## config.mk

```make
export PLATFORM = sky130hd
export DESIGN_NAME = mem_port_arbiter
export DESIGN_NICKNAME = d
export VERILOG_FILES = /design/src/rtl/mem_port_arbiter.sv
export SDC_FILE = /design/constraint.sdc
export NUM_CORES = 1
export LEC_CHECK = 0
export ABC_AREA = 1
export BUFFER_PORTS_ARGS = -buffer_cell sky130_fd_sc_hd__buf_4
export CORE_UTILIZATION = 40
export CTS_CLUSTER_SIZE = 16
export DETAILED_ROUTE_END_ITERATION = 10
export PLACE_DENSITY = 0.71
export SLEW_MARGIN = 20
export SYNTH_ARGS = -nofsm -noshare
export SYNTH_HDL_FRONTEND = slang
export SYNTH_SLANG_ARGS = --single-unit
```

## constraint.sdc

```tcl
create_clock -name clk_i -period 3.4 [get_ports clk_i]
set_input_delay 0.68 -clock clk_i [delete_from_list [all_inputs] [get_ports clk_i]]
set_output_delay 0.68 -clock clk_i [all_outputs]
set_load 0.03 [all_outputs]
```

## src/rtl/mem_port_arbiter.sv

```systemverilog
// Unified-memory port arbiter: serialises IF fetches and MEM-stage loads/stores
// over one req/ack port and raises the global pipeline stall while either waits.
module mem_port_arbiter #(
    parameter int ADDR_W  = 32,
    parameter int DATA_W  = 32,
    parameter int TIMEOUT = 15
) (
    input  logic              clk_i,
    input  logic              rst_i,
    input  logic              if_req_i,
    input  logic [ADDR_W-1:0] if_addr_i,
    output logic [DATA_W-1:0] if_rdata_o,
    output logic              if_ready_o,
    input  logic              mem_rd_i,
    input  logic              mem_wr_i,
    input  logic [ADDR_W-1:0] mem_addr_i,
    input  logic [DATA_W-1:0] mem_wdata_i,
    output logic [DATA_W-1:0] mem_rdata_o,
    output logic              mem_ready_o,
    input  logic              branch_flush_i,
    output logic              port_req_o,
    output logic              port_we_o,
    output logic [ADDR_W-1:0] port_addr_o,
    output logic [DATA_W-1:0] port_wdata_o,
    input  logic [DATA_W-1:0] port_rdata_i,
    input  logic              port_ack_i,
    output logic              pipe_stall_o,
    output logic              timeout_err_o
);

    localparam int CNT_W = $clog2(TIMEOUT + 1);

    typedef enum logic [1:0] {
        IDLE,
        SERVE_IF,
        SERVE_MEM
    } state_e;

    state_e             state_q, state_d;
    logic               req_q, req_d;
    logic               we_q, we_d;
    logic [ADDR_W-1:0]  addr_q, addr_d;
    logic [DATA_W-1:0]  wdata_q, wdata_d;
    logic [DATA_W-1:0]  if_rdata_q, if_rdata_d;
    logic [DATA_W-1:0]  mem_rdata_q, mem_rdata_d;
    logic               if_done_q, if_done_d;
    logic               mem_done_q, mem_done_d;
    logic               discard_q, discard_d;
    logic               err_q, err_d;
    logic [CNT_W-1:0]   cnt_q, cnt_d;

    logic mem_op;
    logic stall;
    logic timed_out;

    assign mem_op    = mem_rd_i | mem_wr_i;
    assign stall     = (mem_op & ~mem_done_q) | (if_req_i & ~if_done_q);
    assign timed_out = (cnt_q == CNT_W'(TIMEOUT - 1));

    always_comb begin
        state_d     = state_q;
        req_d       = req_q;
        we_d        = we_q;
        addr_d      = addr_q;
        wdata_d     = wdata_q;
        if_rdata_d  = if_rdata_q;
        mem_rdata_d = mem_rdata_q;
        if_done_d   = if_done_q;
        mem_done_d  = mem_done_q;
        discard_d   = discard_q;
        err_d       = err_q;
        cnt_d       = cnt_q;

        // Pipeline advances on a stall-free edge: completed results are consumed.
        if (!stall) begin
            if_done_d  = 1'b0;
            mem_done_d = 1'b0;
        end
        if (branch_flush_i) begin
            if_done_d = 1'b0;
        end

        unique case (state_q)
            IDLE: begin
                if (mem_op && !mem_done_q) begin
                    addr_d  = mem_addr_i;
                    wdata_d = mem_wdata_i;
                    we_d    = mem_wr_i;
                    req_d   = 1'b1;
                    cnt_d   = '0;
                    state_d = SERVE_MEM;
                end else if (if_req_i && !if_done_q) begin
                    addr_d  = if_addr_i;
                    we_d    = 1'b0;
                    req_d   = 1'b1;
                    cnt_d   = '0;
                    state_d = SERVE_IF;
                end
            end
            SERVE_MEM: begin
                if (port_ack_i || timed_out) begin
                    req_d      = 1'b0;
                    state_d    = IDLE;
                    mem_done_d = 1'b1;
                    if (!port_ack_i) begin
                        err_d       = 1'b1;
                        mem_rdata_d = '0;
                    end else if (!we_q) begin
                        mem_rdata_d = port_rdata_i;
                    end
                end else begin
                    cnt_d = cnt_q + CNT_W'(1);
                end
            end
            SERVE_IF: begin
                if (port_ack_i || timed_out) begin
                    req_d     = 1'b0;
                    state_d   = IDLE;
                    discard_d = 1'b0;
                    if (!port_ack_i) begin
                        err_d = 1'b1;
                    end
                    // A flush on the completing edge kills the fetch as well.
                    if (!(discard_q || branch_flush_i)) begin
                        if_done_d  = 1'b1;
                        if_rdata_d = port_ack_i ? port_rdata_i : '0;
                    end
                end else begin
                    cnt_d = cnt_q + CNT_W'(1);
                    if (branch_flush_i) begin
                        discard_d = 1'b1;
                    end
                end
            end
            default: begin
                state_d = IDLE;
            end
        endcase
    end

    always_ff @(posedge clk_i) begin
        if (rst_i) begin
            state_q     <= IDLE;
            req_q       <= 1'b0;
            we_q        <= 1'b0;
            addr_q      <= '0;
            wdata_q     <= '0;
            if_rdata_q  <= '0;
            mem_rdata_q <= '0;
            if_done_q   <= 1'b0;
            mem_done_q  <= 1'b0;
            discard_q   <= 1'b0;
            err_q       <= 1'b0;
            cnt_q       <= '0;
        end else begin
            state_q     <= state_d;
            req_q       <= req_d;
            we_q        <= we_d;
            addr_q      <= addr_d;
            wdata_q     <= wdata_d;
            if_rdata_q  <= if_rdata_d;
            mem_rdata_q <= mem_rdata_d;
            if_done_q   <= if_done_d;
            mem_done_q  <= mem_done_d;
            discard_q   <= discard_d;
            err_q       <= err_d;
            cnt_q       <= cnt_d;
        end
    end

    assign port_req_o    = req_q;
    assign port_we_o     = we_q;
    assign port_addr_o   = addr_q;
    assign port_wdata_o  = wdata_q;
    assign if_rdata_o    = if_rdata_q;
    assign mem_rdata_o   = mem_rdata_q;
    assign if_ready_o    = if_done_q;
    assign mem_ready_o   = mem_done_q;
    assign pipe_stall_o  = stall;
    assign timeout_err_o = err_q;

endmodule

```

==> results of run 1 <==
worst max path at each step:
stage	startpoint	end	slack, ns	depth (start not counted)
global placement	port_ack_i	mem_rdata_o[7]	0.95	6
global route	port_ack_i	mem_rdata_o[2]	1.12	6
floorplan	mem_wr_i	pipe_stall_o	1.44	4
finish	mem_wr_i	pipe_stall_o	1.17	4
detailed placement	port_ack_i	mem_rdata_o[18]	0.90	6
CTS	mem_wr_i	pipe_stall_o	1.16	4
layer usage:
| metal | GRT usage [%] | vias up | share of wire (%) |
|---|---|---|---|
| met3 | 7.74 | 15 | 9.7 |
| met1 | 25.7 | 2716 | 42 |
| met4 | 6.85 | 0 | 1.2 |
| met5 | 0 | - | 0 |
| met2 | 34.8 | 211 | 47 |
| li1 | - | 3123 | - |
where the power goes:
group / internal, mW / switching (mW) / total [mW]
Combinational: 0.529 / 0.936 / 1.46
Clock: 1.38 / 0.712 / 2.09
Sequential: 1.83 / 0.103 / 1.93
Total: 3.74 / 1.75 / 5.49
kinds of logic (layout without fill, tap and decap cells):
logic type | count (synthesis) | in the layout
and+or+nand+nor | 372 | 372
buffers and inverters | 123 | 374
DFF | 140 | 140
AOI/OAI and AO/OA | 189 | 189
adders and majority gates | 6 | 6
cell usage in the layout (no fill, tap or decap):
cell        count
clkbuf_16      17
clkinv_4        1
nand2_2         4
dfxtp_1       140
nor3_1          1
ha_1            6
a211oi_1        1
nand2_1       235
nand3_1         7
nand2_4         3
o21bai_2        1
inv_1          60
o21ai_1        16
inv_4           2
nor2_4          1
a21oi_2         1
o21ai_0        62
clkinvlp_4      4
nor2_1        101
inv_2           3
buf_4         278
bufinv_16       6
clkinv_2        1
nand3_2         2
o21a_1          2
a21oi_1       106
nand4_1        18
inv_6           2
layout make-up:
cell class              count  area, um^2  area share (%)
repair buffers            278        2090            24.3
well taps                 184         230            2.68
clock buffers              17         425            4.96
inverters                  65         249            2.90
multi-input cells         567        2540            29.6
clock inverters            14         241            2.82
flip-flops and latches    140        2800            32.7
sequential cells by signal, summed over array words and instances (netlist names):
| register | cells |
|---|---|
| port_req_o | 1 |
| mem_ready_o | 1 |
| if_ready_o | 1 |
| port_addr_o | 32 |
| port_we_o | 1 |
| port_wdata_o | 32 |
| discard_q | 1 |
| state_q | 2 |
| timeout_err_o | 1 |
| if_rdata_o | 32 |
| mem_rdata_o | 32 |
| cnt_q | 4 |
critical path: cells and delay by family:
| family | cells | cell delay (ns) |
|---|---|---|
| buf+inv | 2 | 0.34 |
| simple gates | 1 | 0.19 |
| compound gates | 1 | 0.34 |
==> summary.md, run 1 <==
| Metric | Value |
|---|---|
| Status | finished, final reports clean |
| Slew Limit Fails | 0 |
| Final core area utilization | 59.0% |
| Worst Setup End Kind | primary output |
| Final ANT Viol Nets | 0 |
| Pre-Repair DR Iteration Count | 5 |
| CP Launch Type | input port |
| Setup TNS | 0 ns |
| Area Overhead vs Synth | 43.9% |
| PD cells | 640 nW/um^2 |
| Distinct cells, synth | 26 |
| Synth top area share | 47.0% |
| Largest area contributor in the netlist | dfxtp_1 |
| Die Area | 15400 um^2 |
| WHS Path Cells | 2 |
| Synth async-reset ratio | 0% |
| Clk buf depth | 2 |
| Gr ovfl total | 0 |
| Vias | 6065 |
| Finished Cell Area | 8580 um^2 |
| Clock skew | 0.00888 ns |
| H-Tree Depth | 4 |
| Worst VDD drop | 370 uV |
| Initial antenna violation count | 0 |
| Post-layout min period | 2.23 ns |
| Post-synthesis xor/xnor area fraction | 0% |
| Vias in the first global route | 5298 |
| Average size of a mapped cell | 7.18 um^2 |
| CORE AREA | 14500 um^2 |
| Max frequency | 449 MHz |
| Worst-Margin Slew | 0.664 ns |
| GRT Resource Usage Total | 21.2% |
| Synth Area in Simple Gates | 25.2% |
| Worst Path Max Fanout | 10 |
| RR Endpoint | mem_rdata_o[1] |
| RePlAce Congestion | 0.766 |
| Top_reg_cell synth | dfxtp_1 |
| Final setup viols | 0 |
| CTS root buf | clkbuf_16 |
| Flop2flop setup slack | 1.36 ns |
| NumNets Final | 1210 |
| Cells after synthesis | 830 |
| Launching point of the worst reg2reg path | state_q[0] |
| Drt drc | 0 |
| Rows | 44 |
| Vias/cell | 4.79 |
| Synth top cells by count | nand2_1, dfxtp_1, a21oi_1, nor2_1, o21ai_0 |
| Die Wd | 124 um |
| Initial DRC Count | 412 |
| Synth Warn # | 0 |
| CP required | 2.72 ns |
| Pre-CTS setup slack | 0.900 ns |
| Final worst slack | 1.17 ns |
| N_diodes | 0 |
| Placed inst area | 7910 um^2 |
| Mapped Area | 5960 um^2 |
| Routed wire per std cell | 13.5 um |
| Cell chain of the critical path | buf_4, o21bai_2, nand2_4, buf_4 |
| Most frequent cell after synthesis | nand2_1 |
| Die Y | 124 um |
| Register area share after synthesis | 47.0% |
| TritonCTS buffer count | 17 |
| Hold Vio Cnt, Final | 0 |
| Placed Cells incl. Taps | 1234 |
| Final std cells w/o fill | 1265 |
| CTS Sinks | 140 |
| Largest net degree at the start of global routing | 59 |
| CTS resizes | 0 |
| Post-DP HPWL | 11.5 mm |
| Leak | 4.32 nW |
| IO Port Bufs | 268 |
| Crit-path most repeated cell | buf_4 |
| Min-Delay Path Class | flop to flop |
| Share of cells above drive strength 1 | 30.2% |
| Clock slew at reported path FFs | 0.06 ns |
| Mux share of post-synthesis cell area | 0% |
| Tcrit/Tclk final | 65.5% |
| Final Power | 5.49 mW |
| Reg2reg path depth | 7 |
| Crit-path slowest cell | o21bai_2 |
| Setup Fix Bufs, Post-CTS | 0 |
| CP max stage delay | 0.34 ns |
| Initial Util | 41.0% |
| Hold Path Sink | mem_rdata_o[4] |
| RSZ-0062 raised after global routing | false |
| Hold Buf Count CTS | 0 |
| Critical Path AT | 1.55 ns |
| Drt total wl | 17.0 mm |
| Clock latency on the worst-skew pair | 0.41 ns |
| Global-route wire length before repair | 25.5 mm |
| Slew headroom | 55.7% |
| Fin Hold WS | 0.445 ns |
| Post-Syn Nets | 971 |
| IO Pins | 269 |
| Largest family of logic cells by synthesized area | simple AND/OR/NAND/NOR gates |
| Clock tree from TritonCTS | done |
| Fillers | 1378 |
| EDFF count, synth | 0 |
| Hold Startpoint | mem_rdata_o[4] |
| #FFs+latches synth | 140 |
| Synth Area in Compound Gates | 16.1% |
| Post-Synth Adder-Cell Area | 1.26% |
| Max Cap Viol | 0 |
| CP Class | input port to primary output |
| Top cells by area, synth | dfxtp_1, nand2_1, a21oi_1 |
(Power assumes the default switching activity.)
==> run 2, diff against run 1 <==
--- a/config.mk
+++ b/config.mk
@@ -5,12 +5,12 @@
 export SDC_FILE = /design/constraint.sdc
 export NUM_CORES = 1
 export LEC_CHECK = 0
-export ABC_AREA = 1
+export ABC_AREA = 0
 export BUFFER_PORTS_ARGS = -buffer_cell sky130_fd_sc_hd__buf_4
 export CORE_UTILIZATION = 40
 export CTS_CLUSTER_SIZE = 16
 export DETAILED_ROUTE_END_ITERATION = 10
-export PLACE_DENSITY = 0.71
+export PLACE_DENSITY = 0.75
 export SLEW_MARGIN = 20
 export SYNTH_ARGS = -nofsm -noshare
 export SYNTH_HDL_FRONTEND = slang
==> constraint.sdc (replaced) <==
create_clock -name clk_i -period 1.92 [get_ports clk_i]
set_input_delay 0.384 -clock clk_i [delete_from_list [all_inputs] [get_ports clk_i]]
set_output_delay 0.384 -clock clk_i [all_outputs]
set_load 0.03 [all_outputs]
==> run 2 against run 1 <==
Compared with the run above:
- flip-flop and latch count unchanged
- die area fell by 10%
- combinational power grew 48%
- worst setup slack got worse by 1.0 ns
- area after synthesis fell by 10%
- utilization up 4.3 points
- critical path type is now flop to flop
==> summary.md, run 2 <==
| Metric | Value |
|---|---|
| IO Port Bufs | 268 (unchanged) |
| Post-Syn Nets | 788 (was 971) |
| Worst Setup End Kind | flop (was primary output) |
| Clock tree from TritonCTS | done (unchanged) |
| CTS Sinks | 140 (unchanged) |
| Rows | 41 (was 44) |
| Cells after synthesis | 647 (was 830) |
| Share of cells above drive strength 1 | 35.3% (was 30.2%) |
| PD cells | 1050 nW/um^2 (was 640 nW/um^2) |
| TritonCTS buffer count | 17 (unchanged) |
| Fillers | 1134 (was 1378) |
| CTS root buf | clkbuf_16 (unchanged) |
| Critical Path AT | 2.12 ns (was 1.55 ns) |
| N_diodes | 0 (unchanged) |
| IO Pins | 269 (unchanged) |
| Placed Cells incl. Taps | 1050 (was 1234) |
| Final std cells w/o fill | 1082 (was 1265) |
| Die Area | 13800 um^2 (was 15400 um^2) |
| Post-layout min period | 1.78 ns |
| Pint | 5.90 mW (was 3.74 mW) |
| Drt drc | 0 (unchanged) |
| Launching point of the worst reg2reg path | cnt_q[0] (was state_q[0]) |
| Global-route wire length before repair | 26.6 mm (was 25.5 mm) |
| Sw Pwr | 2.63 mW (was 1.75 mW) |
| Clock slew at reported path FFs | 0.06 ns (about the same) |
| Worst Path Max Fanout | 7 (was 10) |
| Leak | 3.61 nW (was 4.32 nW) |
| Setup Fix Bufs, Post-CTS | 0 (unchanged) |
| Finished Cell Area | 8120 um^2 (was 8580 um^2) |
| Tcrit/Tclk final | 92.8% |
| Clock skew | 0.0120 ns (was 0.00888 ns) |
| Synth async-reset ratio | 0% (unchanged) |
| Top cells by area, synth | dfxtp_1, nand2_1, a21oi_1 (unchanged) |
| Max Cap Viol | 0 (unchanged) |
| Area Overhead vs Synth | 51.9% (was 43.9%) |
| RePlAce Congestion | 0.797 (was 0.766) |
| Worst-Margin Slew | 0.388 ns (was 0.664 ns) |
| Status | finished, final reports clean (unchanged) |
| Final setup viols | 0 (unchanged) |
| Vias | 5419 (was 6065) |
| Largest area contributor in the netlist | dfxtp_1 (unchanged) |
| #FFs+latches synth | 140 (unchanged) |
| Switching share of power | 30.9% (was 31.9%) |
| Vias/cell | 5.01 (was 4.79) |
| Initial DRC Count | 382 (was 412) |
| Gate power share | 25.4% (was 26.7%) |
| Worst VDD drop | 612 uV (was 370 uV) |
| Distinct cells, synth | 37 (was 26) |
| Vias in the first global route | 5172 (was 5298) |
| CORE AREA | 12800 um^2 (was 14500 um^2) |
| Final ANT Viol Nets | 0 (unchanged) |
| Die Y | 118 um (was 124 um) |
| CP required | 2.26 ns (was 2.72 ns) |
| H-Tree Depth | 4 (unchanged) |
| Pre-Repair DR Iteration Count | 4 (was 5) |
| Sequential power share | 39.0% (was 35.3%) |
| CP Launch Type | flop (was input port) |
| Hold Vio Cnt, Final | 0 (unchanged) |
| Drt total wl | 16.3 mm (was 17.0 mm) |
| Mapped Area | 5350 um^2 (was 5960 um^2) |
| Initial Util | 41.7% (was 41.0%) |
| Crit-path slowest cell | or4_1 (was o21bai_2) |
| GRT Resource Usage Total | 23.9% (was 21.2%) |
| Initial antenna violation count | 0 (unchanged) |
| Synth top cells by count | nand2_1, dfxtp_1, a21oi_1, nor2_1, clkbuf_1 (was nand2_1, dfxtp_1, a21oi_1, nor2_1, o21ai_0) |
| CP Class | flop to flop (was input port to primary output) |
| CP max stage delay | 0.49 ns (was 0.34 ns) |
| Clk buf depth | 2 (unchanged) |
| Critical path startpoint | cnt_q[0] (was mem_wr_i) |
| Commonest cells after routing, fill and taps aside | buf_4, nand2_1, dfxtp_1 (unchanged) |
| Routed wire per std cell | 15.1 um (was 13.5 um) |
| Die Wd | 118 um (was 124 um) |
| NumNets Final | 1038 (was 1210) |
| Post-DP HPWL | 11.3 mm (was 11.5 mm) |
| Cell chain of the critical path | inv_1, ha_1, a31oi_4, mux2i_2, or4_1, a21oi_1 (was buf_4, o21bai_2, nand2_4, buf_4) |
| Gr ovfl total | 0 (unchanged) |
| Largest net degree at the start of global routing | 67 (was 59) |
| Final core area utilization | 63.3% (was 59.0%) |
| Setup TNS | 0 ns (unchanged) |
| Placed inst area | 7560 um^2 (was 7910 um^2) |
| Synth top area share | 52.4% (was 47.0%) |
| Clock latency on the worst-skew pair | 0.42 ns (was 0.41 ns) |
| Register area share after synthesis | 52.4% (was 47.0%) |
| EDFF count, synth | 0 (unchanged) |
| Commonest non-fill, non-tap cell in the layout | buf_4 (unchanged) |
| Average size of a mapped cell | 8.26 um^2 (was 7.18 um^2) |
| Max frequency | 561 MHz |
| Fin Hold WS | 0.208 ns (was 0.445 ns) |
| RSZ-0062 raised after global routing | false (unchanged) |
| Slew headroom | 74.1% (was 55.7%) |
| Most frequent cell after synthesis | nand2_1 (unchanged) |
| Slew Limit Fails | 0 (unchanged) |
| Min-Delay Path Class | input port to flop (was flop to flop) |
| Clk pwr share | 35.7% (was 38.0%) |
| Top_reg_cell synth | dfxtp_1 (unchanged) |
| Hold Startpoint | mem_wdata_i[21] (was mem_rdata_o[4]) |
| Synth Warn # | 0 (unchanged) |
## run 2: cell count changes after synthesis, moves of 28 or more
cell,change
a22oi_1,+32
o21ai_0,-59
a21oi_1,-33
inv_1,-57
nand2_1,-67
nand3_1,+28
nor2_1,-36
a311oi_1,+32
## run 2: path summary, 6_finish.rpt
path / end / slack, ns / depth (start not counted)
setup / recovery: cnt_q[2] / 0.14 / 6
hold / removal: port_wdata_o[21] / 0.21 / 3
setup reg to reg: cnt_q[2] / 0.14 / 6
hold reg to reg: mem_rdata_o[25] / 0.45 / 2
## run 2: layout make-up
class,count,area [um^2],area share (%)
Sequential cell,140,2800,34.5
Multi-Input combinational cell,447,2320,28.6
Timing Repair Buffer,287,2220,27.3
Clock buffer,25,485,5.98
Tap cell,172,215,2.65
Clock inverter,7,63.8,0.786
Inverter,4,15.0,0.185
## run 2: kinds of logic after synthesis
group / after synthesis / share of synthesized area [%]
compound gates: 155 / 19.2
flops: 140 / 52.4
buf+inv: 60 / 4.63
fa+ha+maj: 6 / 1.40
mux: 1 / 0.187
simple gates: 285 / 22.1
## run 2: per-stage QoR
stage	setup slack [ns]	power (mW)
3_5_place_dp	0.0952	5.56
2_1_floorplan	0.166	4.65
3_3_place_gp	0.157	5.53
4_1_cts	0.0631	8.61
5_1_grt	0.0216	8.94
6_report	0.138	8.53
## run 2: power by group through the flow
stage	Combinational [mW]	Sequential, mW	Clock, mW
floorplan	0.771	3.88	0
detailed placement	2.17	3.39	0
global route	2.34	3.36	3.24
finish	2.16	3.33	3.04
CTS	2.18	3.33	3.11
global placement	2.16	3.37	0
## run 2: repair_timing
action,4_1_cts,5_1_grt
hold buffers,0,0
gates resized for setup,0,2
hold endpoints to repair,0,0
endpoints found under the setup margin,0,3
## run 2: routing by layer
layer / global-route usage (%) / share of wire, %
met5: 0 / 0
met4: 9.46 / 2.3
met3: 9.06 / 8.5
met2: 38.0 / 47
met1: 29.1 / 42
## run 2: worst max-delay path: cells and delay by family (launching register included)
kind,cells,cell delay [ns]
fa+ha+maj,1,0.26
compound gates,2,0.37
mux,1,0.14
flops,1,0.38
buf+inv,1,0.06
simple gates,1,0.49
